<file path="config.mk">
export PLATFORM = sky130hd
export DESIGN_NAME = seq_divider
export DESIGN_NICKNAME = d
export VERILOG_FILES = /design/src/rtl/seq_divider.sv
export SDC_FILE = /design/constraint.sdc
export NUM_CORES = 1
export LEC_CHECK = 0
export ABC_AREA = 1
export ABC_CLOCK_PERIOD_IN_PS = 3300
export BUFFER_PORTS_ARGS = -buffer_cell sky130_fd_sc_hd__buf_2
export CAP_MARGIN = 10
export CORE_ASPECT_RATIO = 1.5
export CORE_MARGIN = 2
export CORE_UTILIZATION = 55
export DETAILED_ROUTE_END_ITERATION = 7
export PLACE_DENSITY = 0.83
export SETUP_SLACK_MARGIN = 0.02
export SLEW_MARGIN = 20
export SYNTH_ARGS = -nofsm -noshare
export SYNTH_HDL_FRONTEND = slang
export SYNTH_SLANG_ARGS = --single-unit
</file>
<file path="constraint.sdc">
create_clock -name clk -period 3.3 [get_ports clk]
set_input_delay 0.33 -clock clk [delete_from_list [all_inputs] [get_ports clk]]
set_output_delay 0.33 -clock clk [all_outputs]
set_load 0.01 [all_outputs]
</file>
<file path="src/rtl/seq_divider.sv">
// Sequential restoring divider: one quotient bit per clock, signed or unsigned.
// An accepted start latches the operand magnitudes. The CALC state then runs
// WIDTH restoring steps. FIX applies the result signs and the divide-by-zero
// values. DONE presents the results with a one-cycle done pulse.
module seq_divider #(
    parameter int WIDTH = 32
) (
    input  logic             clk,
    input  logic             rstN,
    input  logic             start,
    input  logic [WIDTH-1:0] dividend,
    input  logic [WIDTH-1:0] divisor,
    input  logic             signedOp,
    output logic             busy,
    output logic             done,
    output logic [WIDTH-1:0] quotient,
    output logic [WIDTH-1:0] remainder,
    output logic             divByZero,
    output logic             zeroFlag,
    output logic             signFlag
);

    localparam int CW = $clog2(WIDTH);

    typedef enum logic [1:0] {IDLE, CALC, FIX, DONE} state_t;

    state_t           state_q, state_d;
    logic [CW-1:0]    count_q, count_d;
    logic [WIDTH-1:0] quo_q, quo_d;           // dividend shifts out, quotient shifts in
    logic [WIDTH-1:0] rem_q, rem_d;           // partial remainder
    logic [WIDTH-1:0] dvs_q, dvs_d;           // divisor magnitude
    logic             neg_quo_q, neg_quo_d;
    logic             neg_rem_q, neg_rem_d;
    logic             dbz_pend_q, dbz_pend_d;
    logic [WIDTH-1:0] quotient_q, quotient_d;
    logic [WIDTH-1:0] remainder_q, remainder_d;
    logic             div_by_zero_q, div_by_zero_d;

    logic             dividend_neg, divisor_neg;
    logic [WIDTH-1:0] dividend_mag, divisor_mag;
    logic [WIDTH:0]   shifted, diff;

    assign dividend_neg = signedOp & dividend[WIDTH-1];
    assign divisor_neg  = signedOp & divisor[WIDTH-1];
    assign dividend_mag = dividend_neg ? -dividend : dividend;
    assign divisor_mag  = divisor_neg  ? -divisor  : divisor;

    // The partial remainder is always below the divisor. After the left shift it
    // therefore fits in WIDTH+1 bits. The top bit of diff is the borrow.
    assign shifted = {rem_q, quo_q[WIDTH-1]};
    assign diff    = shifted - {1'b0, dvs_q};

    assign busy      = (state_q == CALC) || (state_q == FIX);
    assign done      = (state_q == DONE);
    assign quotient  = quotient_q;
    assign remainder = remainder_q;
    assign divByZero = div_by_zero_q;
    assign zeroFlag  = (quotient_q == '0);
    assign signFlag  = quotient_q[WIDTH-1];

    // Next-state and datapath logic for the IDLE/CALC/FIX/DONE sequence.
    always_comb begin
        // NOTE: every signal gets a hold default first, so no path can infer a latch.
        state_d       = state_q;
        count_d       = count_q;
        quo_d         = quo_q;
        rem_d         = rem_q;
        dvs_d         = dvs_q;
        neg_quo_d     = neg_quo_q;
        neg_rem_d     = neg_rem_q;
        dbz_pend_d    = dbz_pend_q;
        quotient_d    = quotient_q;
        remainder_d   = remainder_q;
        div_by_zero_d = div_by_zero_q;

        case (state_q)
            IDLE, DONE: begin
                state_d = IDLE;
                if (start) begin
                    div_by_zero_d = 1'b0;
                    count_d       = CW'(WIDTH - 1);
                    if (divisor == '0) begin
                        // Preload the divide-by-zero results so FIX just passes them through.
                        quo_d      = '1;
                        rem_d      = dividend;
                        dvs_d      = '0;
                        neg_quo_d  = 1'b0;
                        neg_rem_d  = 1'b0;
                        dbz_pend_d = 1'b1;
                        state_d    = FIX;
                    end else begin
                        quo_d      = dividend_mag;
                        rem_d      = '0;
                        dvs_d      = divisor_mag;
                        neg_quo_d  = dividend_neg ^ divisor_neg;
                        neg_rem_d  = dividend_neg;
                        dbz_pend_d = 1'b0;
                        state_d    = CALC;
                    end
                end
            end
            CALC: begin
                quo_d = {quo_q[WIDTH-2:0], ~diff[WIDTH]};
                rem_d = diff[WIDTH] ? shifted[WIDTH-1:0] : diff[WIDTH-1:0];
                if (count_q == '0) begin
                    state_d = FIX;
                end else begin
                    count_d = count_q - CW'(1);
                end
            end
            FIX: begin
                quotient_d    = neg_quo_q ? -quo_q : quo_q;
                remainder_d   = neg_rem_q ? -rem_q : rem_q;
                div_by_zero_d = dbz_pend_q;
                state_d       = DONE;
            end
            default: state_d = IDLE;
        endcase
    end

    // State register. Reset abandons any division that is in progress.
    always_ff @(posedge clk or negedge rstN) begin
        if (!rstN) begin
            state_q       <= IDLE;
            count_q       <= '0;
            quo_q         <= '0;
            rem_q         <= '0;
            dvs_q         <= '0;
            neg_quo_q     <= 1'b0;
            neg_rem_q     <= 1'b0;
            dbz_pend_q    <= 1'b0;
            quotient_q    <= '0;
            remainder_q   <= '0;
            div_by_zero_q <= 1'b0;
        end else begin
            // NOTE: non-blocking assignments make all flops update from pre-edge values.
            state_q       <= state_d;
            count_q       <= count_d;
            quo_q         <= quo_d;
            rem_q         <= rem_d;
            dvs_q         <= dvs_d;
            neg_quo_q     <= neg_quo_d;
            neg_rem_q     <= neg_rem_d;
            dbz_pend_q    <= dbz_pend_d;
            quotient_q    <= quotient_d;
            remainder_q   <= remainder_d;
            div_by_zero_q <= div_by_zero_d;
        end
    end

endmodule

</file>
==> results of run 1 <==
[flip-flops by register name, summed over array words and instances, names as in the netlist]
register    flops
dvs_q          32
quo_q          32
quotient       32
rem_q          32
remainder      32
count_q         5
state_q         2
dbz_pend_q      1
divByZero       1
neg_quo_q       1
neg_rem_q       1
[cells by family (layout without fill, tap and decap cells)]
logic type,after synthesis,after routing
xor gates and xnor gates,95,95
buffers and inverters,410,534
and+or+nand+nor,1086,1086
adders and majority gates,42,42
AOI/OAI and AO/OA,322,322
DFF,171,171
other,0,1
[power by group]
part	leakage (uW)	total [uW]	internal, uW	switching [uW]
Clock	0.000303	2160	1300	863
Combinational	0.00578	12400	4050	8380
Sequential	0.00207	4200	3190	1010
Total	0.00816	18800	8540	10300
[metrics by stage]
stage	cell area, um^2	std cells	util (%)
2_1_floorplan	13600	2126	-
3_3_place_gp	14500	2541	59.6
3_5_place_dp	14500	2541	59.6
4_1_cts	15200	2574	62.3
5_1_grt	15200	2575	62.3
6_report	15200	2575	62.3
[path summary, 6_finish.rpt]
kind / from / end
worst min-delay path: divisor[30] / dvs_q[30]
worst max-delay path: quo_q[31] / rem_q[31]
worst min register to register: remainder[15] / remainder[15]
min in group asynchronous: rstN / remainder[12]
worst max register to register: quo_q[31] / rem_q[31]
max in group asynchronous: rstN / rem_q[20]
[layout by cell type, fill, tap and decap left out, types with 6 or more instances in the layout]
| master | n |
|---|---|
| sky130_fd_sc_hd__a21oi_1 | 93 |
| sky130_fd_sc_hd__inv_1 | 337 |
| sky130_fd_sc_hd__ha_1 | 40 |
| sky130_fd_sc_hd__inv_2 | 7 |
| sky130_fd_sc_hd__nand2_1 | 601 |
| sky130_fd_sc_hd__a31oi_1 | 21 |
| sky130_fd_sc_hd__o21ai_1 | 23 |
| sky130_fd_sc_hd__buf_2 | 135 |
| sky130_fd_sc_hd__nor2_1 | 253 |
| sky130_fd_sc_hd__nor3_1 | 20 |
| sky130_fd_sc_hd__dfrtp_1 | 171 |
| sky130_fd_sc_hd__o22ai_1 | 10 |
| sky130_fd_sc_hd__nand3_1 | 135 |
| sky130_fd_sc_hd__xnor2_1 | 10 |
| sky130_fd_sc_hd__o31ai_1 | 7 |
| sky130_fd_sc_hd__o211ai_1 | 6 |
| sky130_fd_sc_hd__o21ai_0 | 145 |
| sky130_fd_sc_hd__nand2_2 | 12 |
| sky130_fd_sc_hd__xor2_1 | 85 |
| sky130_fd_sc_hd__buf_4 | 16 |
| sky130_fd_sc_hd__nand4_1 | 27 |
| sky130_fd_sc_hd__a21oi_2 | 7 |
| sky130_fd_sc_hd__clkbuf_16 | 17 |
| sky130_fd_sc_hd__nor4_1 | 12 |
[cell type report]
class,count,area share [%]
timing repair buffer,156,5.78
clock inverter,8,0.866
antenna,1,0.0165
clock buffer,24,3.31
inverter,346,8.56
multi-input combinational,1545,50.6
tap,324,2.67
sequential,171,28.2
[per-layer routing]
| layer | track usage (%) | vias to the layer above | routed length [um] |
|---|---|---|---|
| li1 | - | 6937 | - |
| met1 | 36.6 | 6444 | 16100 |
| met2 | 60.8 | 511 | 22100 |
| met3 | 3.98 | 164 | 2030 |
| met4 | 26.6 | 0 | 3690 |
| met5 | 0 | - | 0 |
[critical path, stage by stage (launching register included)]
cell and delay (ps):
sky130_fd_sc_hd__dfrtp_1 350, sky130_fd_sc_hd__inv_1 80, sky130_fd_sc_hd__ha_1 230, sky130_fd_sc_hd__fa_1 400
sky130_fd_sc_hd__inv_1 110, sky130_fd_sc_hd__nand3_1 90, sky130_fd_sc_hd__nand2_2 140, sky130_fd_sc_hd__nand2_2 60
sky130_fd_sc_hd__nand2_2 90, sky130_fd_sc_hd__nand2_1 70, sky130_fd_sc_hd__nand2_2 110, sky130_fd_sc_hd__nand2_4 90
sky130_fd_sc_hd__nand2_4 70, sky130_fd_sc_hd__nand2_1 60, sky130_fd_sc_hd__nand2_2 420, sky130_fd_sc_hd__nor2_1 130
sky130_fd_sc_hd__nor2_1 120, sky130_fd_sc_hd__nor2_1 40, sky130_fd_sc_hd__nor2_1 110
==> metrics, run 1 <==
Post-Place Worst Slack=510 ps; post-synthesis share of cell area spent on and, or, nand and nor gates=between 30 and 40%; crit-path max FO=26; worst-case headroom to the max-slew limit=between 50 and 60%; class of the most critical hold timing path=primary input to flip-flop; number of H-tree levels=4; worst supply voltage drop on vdd=739 uV; Static Leak=0.00816 uW; post-synth top area cell=sky130_fd_sc_hd__dfrtp_1; WS Path Type=flip-flop to flip-flop; WHS=175 ps; least setup slack across all paths after layout=441 ps; setup total negative slack=0 ps; via count normalized by instance count=5.46; register area=4280 um^2; Power Total=18800 uW; Reg2Reg Setup Slack=440 ps; total vias in the final route=about 14000; count of input and output buffers=136; most common library cells after synthesis=sky130_fd_sc_hd__nand2_1 (601), sky130_fd_sc_hd__inv_1 (338), sky130_fd_sc_hd__nor2_1 (253); combined area of the multi-input logic cells=7670 um^2; area inside the core boundary=24300 um^2; final worst path period need=2860 ps; largest net degree at the start of global routing=67; initial core utilization=55.7%; Final #Nets=2347; outcome=completed; number of optimization iterations in the first detailed-route pass=6; number of max-slew violations in the final report=0; overall die width=around 130 um; number of global-route vias before repair=13700; synth-to-layout area growth=11.9%; most frequent cell after synthesis=sky130_fd_sc_hd__nand2_1; DR DRC count=0; crit path launch type=flip-flop; post-synthesis xor/xnor area fraction=under 10%; reported max-cap violation count=0; worst-skew pair later-pin latency=around 440 ps; number of endpoints with negative hold slack in the final report=0; Post-DP HPWL=34700 um; hold depth=3; number of storage elements in the synthesis netlist=roughly 170; main combinational cell family by area after synthesis=simple AND/OR/NAND/NOR gates; share of the yosys chip area belonging to registers=31.6%; setup repair after global routing missed its margin=false; number of I/O pins=137; total track usage=roughly a third; average cell area after synthesis=around 6.4 um^2; number of gates resized after cts=0; share of the synthesized area in compound gates (AO/OA/AOI/OAI)=12.8%; number of hold buffers added after cts=1; fraction of final layout cells with drive strength greater than 1=10.3%; overall die area=26000 um^2; number of design-rule violations left by the first detailed-router iteration=1126; post-DR wirelength/cell=17.1 um; number of different library cells in the post-synthesis netlist=between 50 and 60; buffer depth of the longest clock path=2; antenna viol nets, final=0; share of async-settable or async-resettable flops after synthesis=100%; fill cell total of the finished layout=2373; CTS tree=done; antenna violations before repair=1; clk sinks=171; Die Ht=a little under 200 um; Placement Rows=70; global-route wire length before repair=69400 um; critical path data arrival time=3220 ps; multiplexer share of the synthesized area=0%; portion of the clock cycle consumed by the worst path in the final layout=86.6%; proportion of netlist area held by the largest area contributor=a little under a third; most used flip-flop cell after synthesis=sky130_fd_sc_hd__dfrtp_1; max frequency=350 MHz; number of synthesis warnings=0; required time at the endpoint of the critical path=3670 ps; total standard cell area after synthesis=approximately 14000 um^2; Routability Congestion=1.03; clock transition at the registers of the reported paths=roughly 70 ps; global route total overflow=0; Clock Tree Root=sky130_fd_sc_hd__clkbuf_16; kind of end point of the critical path=flip-flop; arithmetic-cell share of the synthesized area counting full adders, half adders and majority gates=3.93%; final setup violation count=0; top cells by area in the synthesized netlist=sky130_fd_sc_hd__dfrtp_1 (32%), sky130_fd_sc_hd__nand2_1 (17%), sky130_fd_sc_hd__inv_1 (9.4%); total power per unit cell area=1240 nW/um^2; total routed wirelength=about 44000 um; number of standard cells after synthesis=2126; number of nets produced by synthesis=2236; setup fix buffers added after clock tree synthesis=0; number of synthesized flops with an enable pin=0; worst slew pin tran=745 ps; number of buffers inserted during clock tree synthesis=17; Post-Route Skew=just under 10 ps; cell count of the worst reg-to-reg path=18
Power figures use the tool's default switching activity.
==> run 2: changes to the inputs <==
- CORE_UTILIZATION: 55 -> 50
- PLACE_DENSITY: 0.83 -> 0.77
==> run 2 against run 1 <==
Net effect:
- power is 0.52% lower
- cell area decreased by 0.21%
- die area increased by 9.7%
- critical path depth down 1
- hold slack got worse by 29 ps
- global-route usage shrank 2.9 points
- routed wire length grew 0.62%
- utilization shrank 5.4 points
- register-to-register slack gained 20 ps
- critical path type unchanged
- largest cell class unchanged
==> metrics, run 2 (synthesis gave the netlist of run 1 again) <==
outcome=completed; Post-DP HPWL=35000 um; count of input and output buffers=136; number of I/O pins=137; Post-Route Skew=10.2 ps; commonest non-fill, non-tap cells in the layout=sky130_fd_sc_hd__nand2_1 (601), sky130_fd_sc_hd__inv_1 (337), sky130_fd_sc_hd__nor2_1 (253); logic gate share of total power=66.5%; number of optimization iterations in the first detailed-route pass=5; clock transition at the registers of the reported paths=70 ps; fraction of the core area covered by cells at the end of the flow=a little under three fifths; Finished Layout Cells=2586; ordered list of cells on the worst path=inv_1, ha_1, fa_1, inv_1, nand3_1, nand2_2, nand2_2, nand2_2, nand2_1, nand2_2, nand2_4, nand2_4, nand2_1, nand2_2, nand2_1, nand3_1, a21oi_1; final setup violation count=0; number of design-rule violations left by the first detailed-router iteration=956; crit-path max FO=26; buffer depth of the longest clock path=2; worst-skew pair later-pin latency=460 ps; met2 track demand over resource in global routing=between 50% and 60%; Die Ht=roughly 210 um; critical path data arrival time=approximately 3200 ps; area inside the core boundary=26600 um^2; delay of the slowest critical-path stage=420 ps; number of logic stages on the critical path including buffering=17; total track usage=31.2%; met3 track demand over resource in global routing=3.56%; class of the most critical hold timing path=primary input to flip-flop; reg-to-reg endpoint=rem_q[7]; max frequency=353 MHz; global-route wire length before repair=69700 um; buffers and inverters on the worst path=2; Clock Tree Root=sky130_fd_sc_hd__clkbuf_16; portion of the clock cycle consumed by the worst path in the final layout=between 80% and 90%; number of H-tree levels=4; via count normalized by instance count=5.39; reported max-cap violation count=0; largest net degree at the start of global routing=85; critical path launch point=quo_q[31]; Routability Congestion=0.997; total power per unit cell area=1240 nW/um^2; cell count of the worst reg-to-reg path=17; number of global-route vias before repair=13600; crit path launch type=flip-flop; worst slew pin tran=832 ps; Internal Power=8440 uW; synth-to-layout area growth=11.6%; cell with the biggest individual delay on the critical path=sky130_fd_sc_hd__nand2_2; post-DR wirelength/cell=~17 um; fraction of final layout cells with drive strength greater than 1=10.2%; most used cell, CP=sky130_fd_sc_hd__nand2_2; Static Leak=0.00813 uW; Inst Count DP=2553; met1 usage=between 30 and 40%; worst-case headroom to the max-slew limit=44.5%; antenna violations before repair=1; setup total negative slack=0 ps; required time at the endpoint of the critical path=around 3600 ps; worst supply voltage drop on vdd=roughly 900 uV; global route total overflow=0; Placement Rows=73; CTS tree=done; DR DRC count=0; number of buffers inserted during clock tree synthesis=17; Reg2Reg Setup Slack=approximately 460 ps; setup repair after global routing missed its margin=false; most common cell after layout, fill and taps aside=sky130_fd_sc_hd__nand2_1; WS Path Type=flip-flop to flip-flop; relative contribution of the clock network to total power=between 10% and 20%; total vias in the final route=13900; final worst path period need=2840 ps; initial core utilization=51.0%; total routed wirelength=44200 um; kind of end point of the critical path=flip-flop; net switching power of the design=10300 uW; Most Used Layer, Global Route=met2; Final #Nets=2346; WHS=about 150 ps; fraction of power consumed by sequential logic=22.4%; number of max-slew violations in the final report=0; Power Total=18700 uW; clk sinks=around 170; source of the worst register-to-register timing path=quo_q[31]; number of gates resized after cts=0; family with the most delay on the worst path=simple AND/OR/NAND/NOR gates; Worst setup endpoint=rem_q[7]; Switching Share=54.9%; overall die width=138 um; number of endpoints with negative hold slack in the final report=0; overall die area=28500 um^2; antenna viol nets, final=0
==> run 2: changes by cell type in the layout (fill, tap and decap cells not counted), sizes merged <==
cell / previous run / this run
clkbuf: 24 / 20
clkinv: 4 / 6
buf: 155 / 154
clkinvlp: 2 / 3
==> run 2: through the flow <==
step | area, um^2 | worst slack (ps)
after CTS | 15100 | 487
final | 15100 | 463
after global routing | 15100 | 279
after floorplan | 13600 | 1030
after global placement | 14500 | 566
after detailed placement | 14500 | 516
==> run 2: worst min path at each step <==
| stage | from | to | slack, ps | cells past startpoint |
|---|---|---|---|---|
| 2_1_floorplan | rstN | count_q[0] | 30 | 0 |
| 3_3_place_gp | rstN | remainder[12] | 450 | 1 |
| 3_5_place_dp | rstN | remainder[13] | 450 | 1 |
| 4_1_cts | divisor[31] | neg_quo_q | 130 | 2 |
| 5_1_grt | divisor[31] | neg_quo_q | 160 | 2 |
| 6_report | divisor[31] | neg_quo_q | 150 | 2 |
==> run 2: final cells by class <==
class	count	area, um^2
tap	337	422
sequential	171	4280
clock inverter	11	145
fill	2661	11400
clock buffer	20	447
inverter	346	1300
multi-input combinational	1545	7670
antenna	1	2.50
timing repair buffer	155	870
==> run 2: power by group through the flow <==
stage | registers, uW | logic, uW | clock network, uW
final | 4190 | 12400 | 2080
after global routing | 4310 | 14000 | 2180
after CTS | 4150 | 12300 | 2100
after detailed placement | 4180 | 12300 | 0
after global placement | 4140 | 12100 | 0
after floorplan | 4080 | 8880 | 0
==> run 2: timing repair <==
item                      CTS  global route
buffers inserted            0             0
hold endpoints to repair   57             0
hold buffers                1             0
==> run 2: metal layers <==
metal / wire (um) / vias up / part of all wire [%]
met3: 1890 / 119 / 4.3
met1: 16700 / 6450 / 38
met4: 2950 / 0 / 6.7
met5: 0 / - / 0
met2: 22600 / 454 / 51
li1: - / 6923 / -
==> run 3: changes to the inputs <==
- CELL_PAD_IN_SITES_DETAIL_PLACEMENT: not set -> 0
- CELL_PAD_IN_SITES_GLOBAL_PLACEMENT: not set -> 1
- CORE_UTILIZATION: 50 -> 43
- PLACE_DENSITY: 0.77 -> 0.9
==> run 3 against run 2 <==
Net effect:
- largest power group unchanged
- utilization down 7.8 points
- first-iteration DRC count down 28%
- die area increased by 16%
- clock skew shrank 2.1 ps
- critical path depth rose by 1
- setup slack improved by 4.0 ps
- routed wire length is 2.3% higher
==> metrics, run 3 (synthesis gave the netlist of run 1 again) <==
Post-Route Skew=8.11 ps; number of endpoints with negative hold slack in the final report=0; area inside the core boundary=between 30000 and 40000 um^2; overall die width=149 um; critical path data arrival time=roughly 3200 ps; portion of the clock cycle consumed by the worst path in the final layout=around 86%; kind of end point of the critical path=flip-flop; max frequency=353 MHz; total power per unit cell area=1230 nW/um^2; worst supply voltage drop on vdd=around 800 uV; fraction of the core area covered by cells at the end of the flow=49.2%; fraction of final layout cells with drive strength greater than 1=10.5%; most common cell after layout, fill and taps aside=sky130_fd_sc_hd__nand2_1; class of the most critical hold timing path=primary input to flip-flop; most used cell, CP=sky130_fd_sc_hd__nand2_2; Routability Congestion=0.971; post-DR wirelength/cell=between 15 and 20 um; ordered list of cells on the worst path=inv_1, ha_1, fa_1, inv_1, nand3_1, nand2_2, nand2_2, nand2_2, nand2_1, nand2_2, nand2_4, nand2_4, nand2_1, nand2_2, buf_4, nand2_1, nand3_1, a21oi_1; number of I/O pins=137; number of global-route vias before repair=13400; setup repair after global routing missed its margin=false; commonest non-fill, non-tap cells in the layout=sky130_fd_sc_hd__nand2_1 (601), sky130_fd_sc_hd__inv_1 (336), sky130_fd_sc_hd__nor2_1 (253); CTS tree=done; final worst path period need=2830 ps; global route total overflow=0; worst slew pin tran=770 ps; required time at the endpoint of the critical path=3630 ps; total vias in the final route=between 10000 and 15000; number of buffers inserted during clock tree synthesis=17; number of optimization iterations in the first detailed-route pass=6; Die Ht=roughly 220 um; overall die area=about 33000 um^2; count of input and output buffers=136; via count normalized by instance count=5.16; Final #Nets=2352; WS Path Type=flip-flop to flip-flop; final setup violation count=0; crit-path max FO=13; antenna viol nets, final=0; clock transition at the registers of the reported paths=70 ps; Post-DP HPWL=36500 um; worst-case headroom to the max-slew limit=between 40% and 50%; Clock Tree Root=sky130_fd_sc_hd__clkbuf_16; buffer depth of the longest clock path=2; DR DRC count=0; number of H-tree levels=4; cell with the biggest individual delay on the critical path=sky130_fd_sc_hd__fa_1; synth-to-layout area growth=12.6%; number of max-slew violations in the final report=0; antenna violations before repair=0; global-route wire length before repair=roughly 71000 um; number of design-rule violations left by the first detailed-router iteration=693; Static Leak=0.00815 uW; worst-skew pair later-pin latency=460 ps; clk sinks=171; initial core utilization=43.7%; setup total negative slack=0 ps; Placement Rows=79; reported max-cap violation count=0; diodes inserted=0; outcome=completed; setup fix buffers added after clock tree synthesis=0; delay of the slowest critical-path stage=430 ps; crit path launch type=flip-flop; total routed wirelength=45200 um; total track usage=27.8%; largest net degree at the start of global routing=95
==> run 3: cell type report <==
class / instances / area (um^2)
clock buffer: 20 / 457
clock inverter: 11 / 136
fill: 3310 / 15800
inverter: 346 / 1300
multi-input combinational: 1545 / 7670
sequential: 171 / 4280
tap: 405 / 507
timing repair buffer: 161 / 915
==> run 3: per-layer routing <==
metal | vias to the layer above | track usage, % | part of all wire (%)
li1 | 6936 | - | -
met1 | 6346 | 29.6 | 37
met2 | 342 | 51.9 | 53
met3 | 105 | 3.18 | 3.6
met4 | 0 | 15.8 | 5.9
met5 | - | 0 | 0
==> run 3: metrics by stage <==
stage          std cells  setup WS, ps  hold WS [ps]  total power [uW]  instance area [um^2]
2_1_floorplan       2126          1030          34.4             13000                 13600
5_1_grt             2659           235           147             20600                 15300
3_5_place_dp        2627           507           390             16600                 14700
4_1_cts             2659           487           131             18700                 15300
3_3_place_gp        2627           620           385             16400                 14700
6_report            2659           467           146             18700                 15300
==> run 3: where the power goes <==
part           switching [uW]  internal [uW]  total (uW)  leakage, uW
clock network             901           1160        2060     0.000277
logic                    8360           4110       12500      0.00580
registers                1000           3190        4190      0.00207
total                   10300           8460       18700      0.00815
==> run 3: what timing repair did <==
item	in CTS	in global routing
hold buffers	1	0
gates resized for setup	0	0
hold endpoints to repair	66	0
==> run 3: worst max-delay path: cells and delay by family (launching register included) <==
| kind | cells | cell delay, ps |
|---|---|---|
| simple gates | 12 | 1150 |
| fa+ha+maj | 2 | 670 |
| buf+inv | 3 | 440 |
| flops | 1 | 370 |
| compound gates | 1 | 80 |
==> run 3: final timing paths <==
check	endpoint	cells after the start	from	slack (ps)
max	rem_q[1]	18	quo_q[31]	470
max in group asynchronous	remainder[18]	3	rstN	2080
min reg2reg	remainder[21]	2	remainder[21]	480
max reg2reg	rem_q[1]	18	quo_q[31]	470
min	neg_quo_q	2	divisor[31]	150
min in group asynchronous	quotient[2]	2	rstN	450
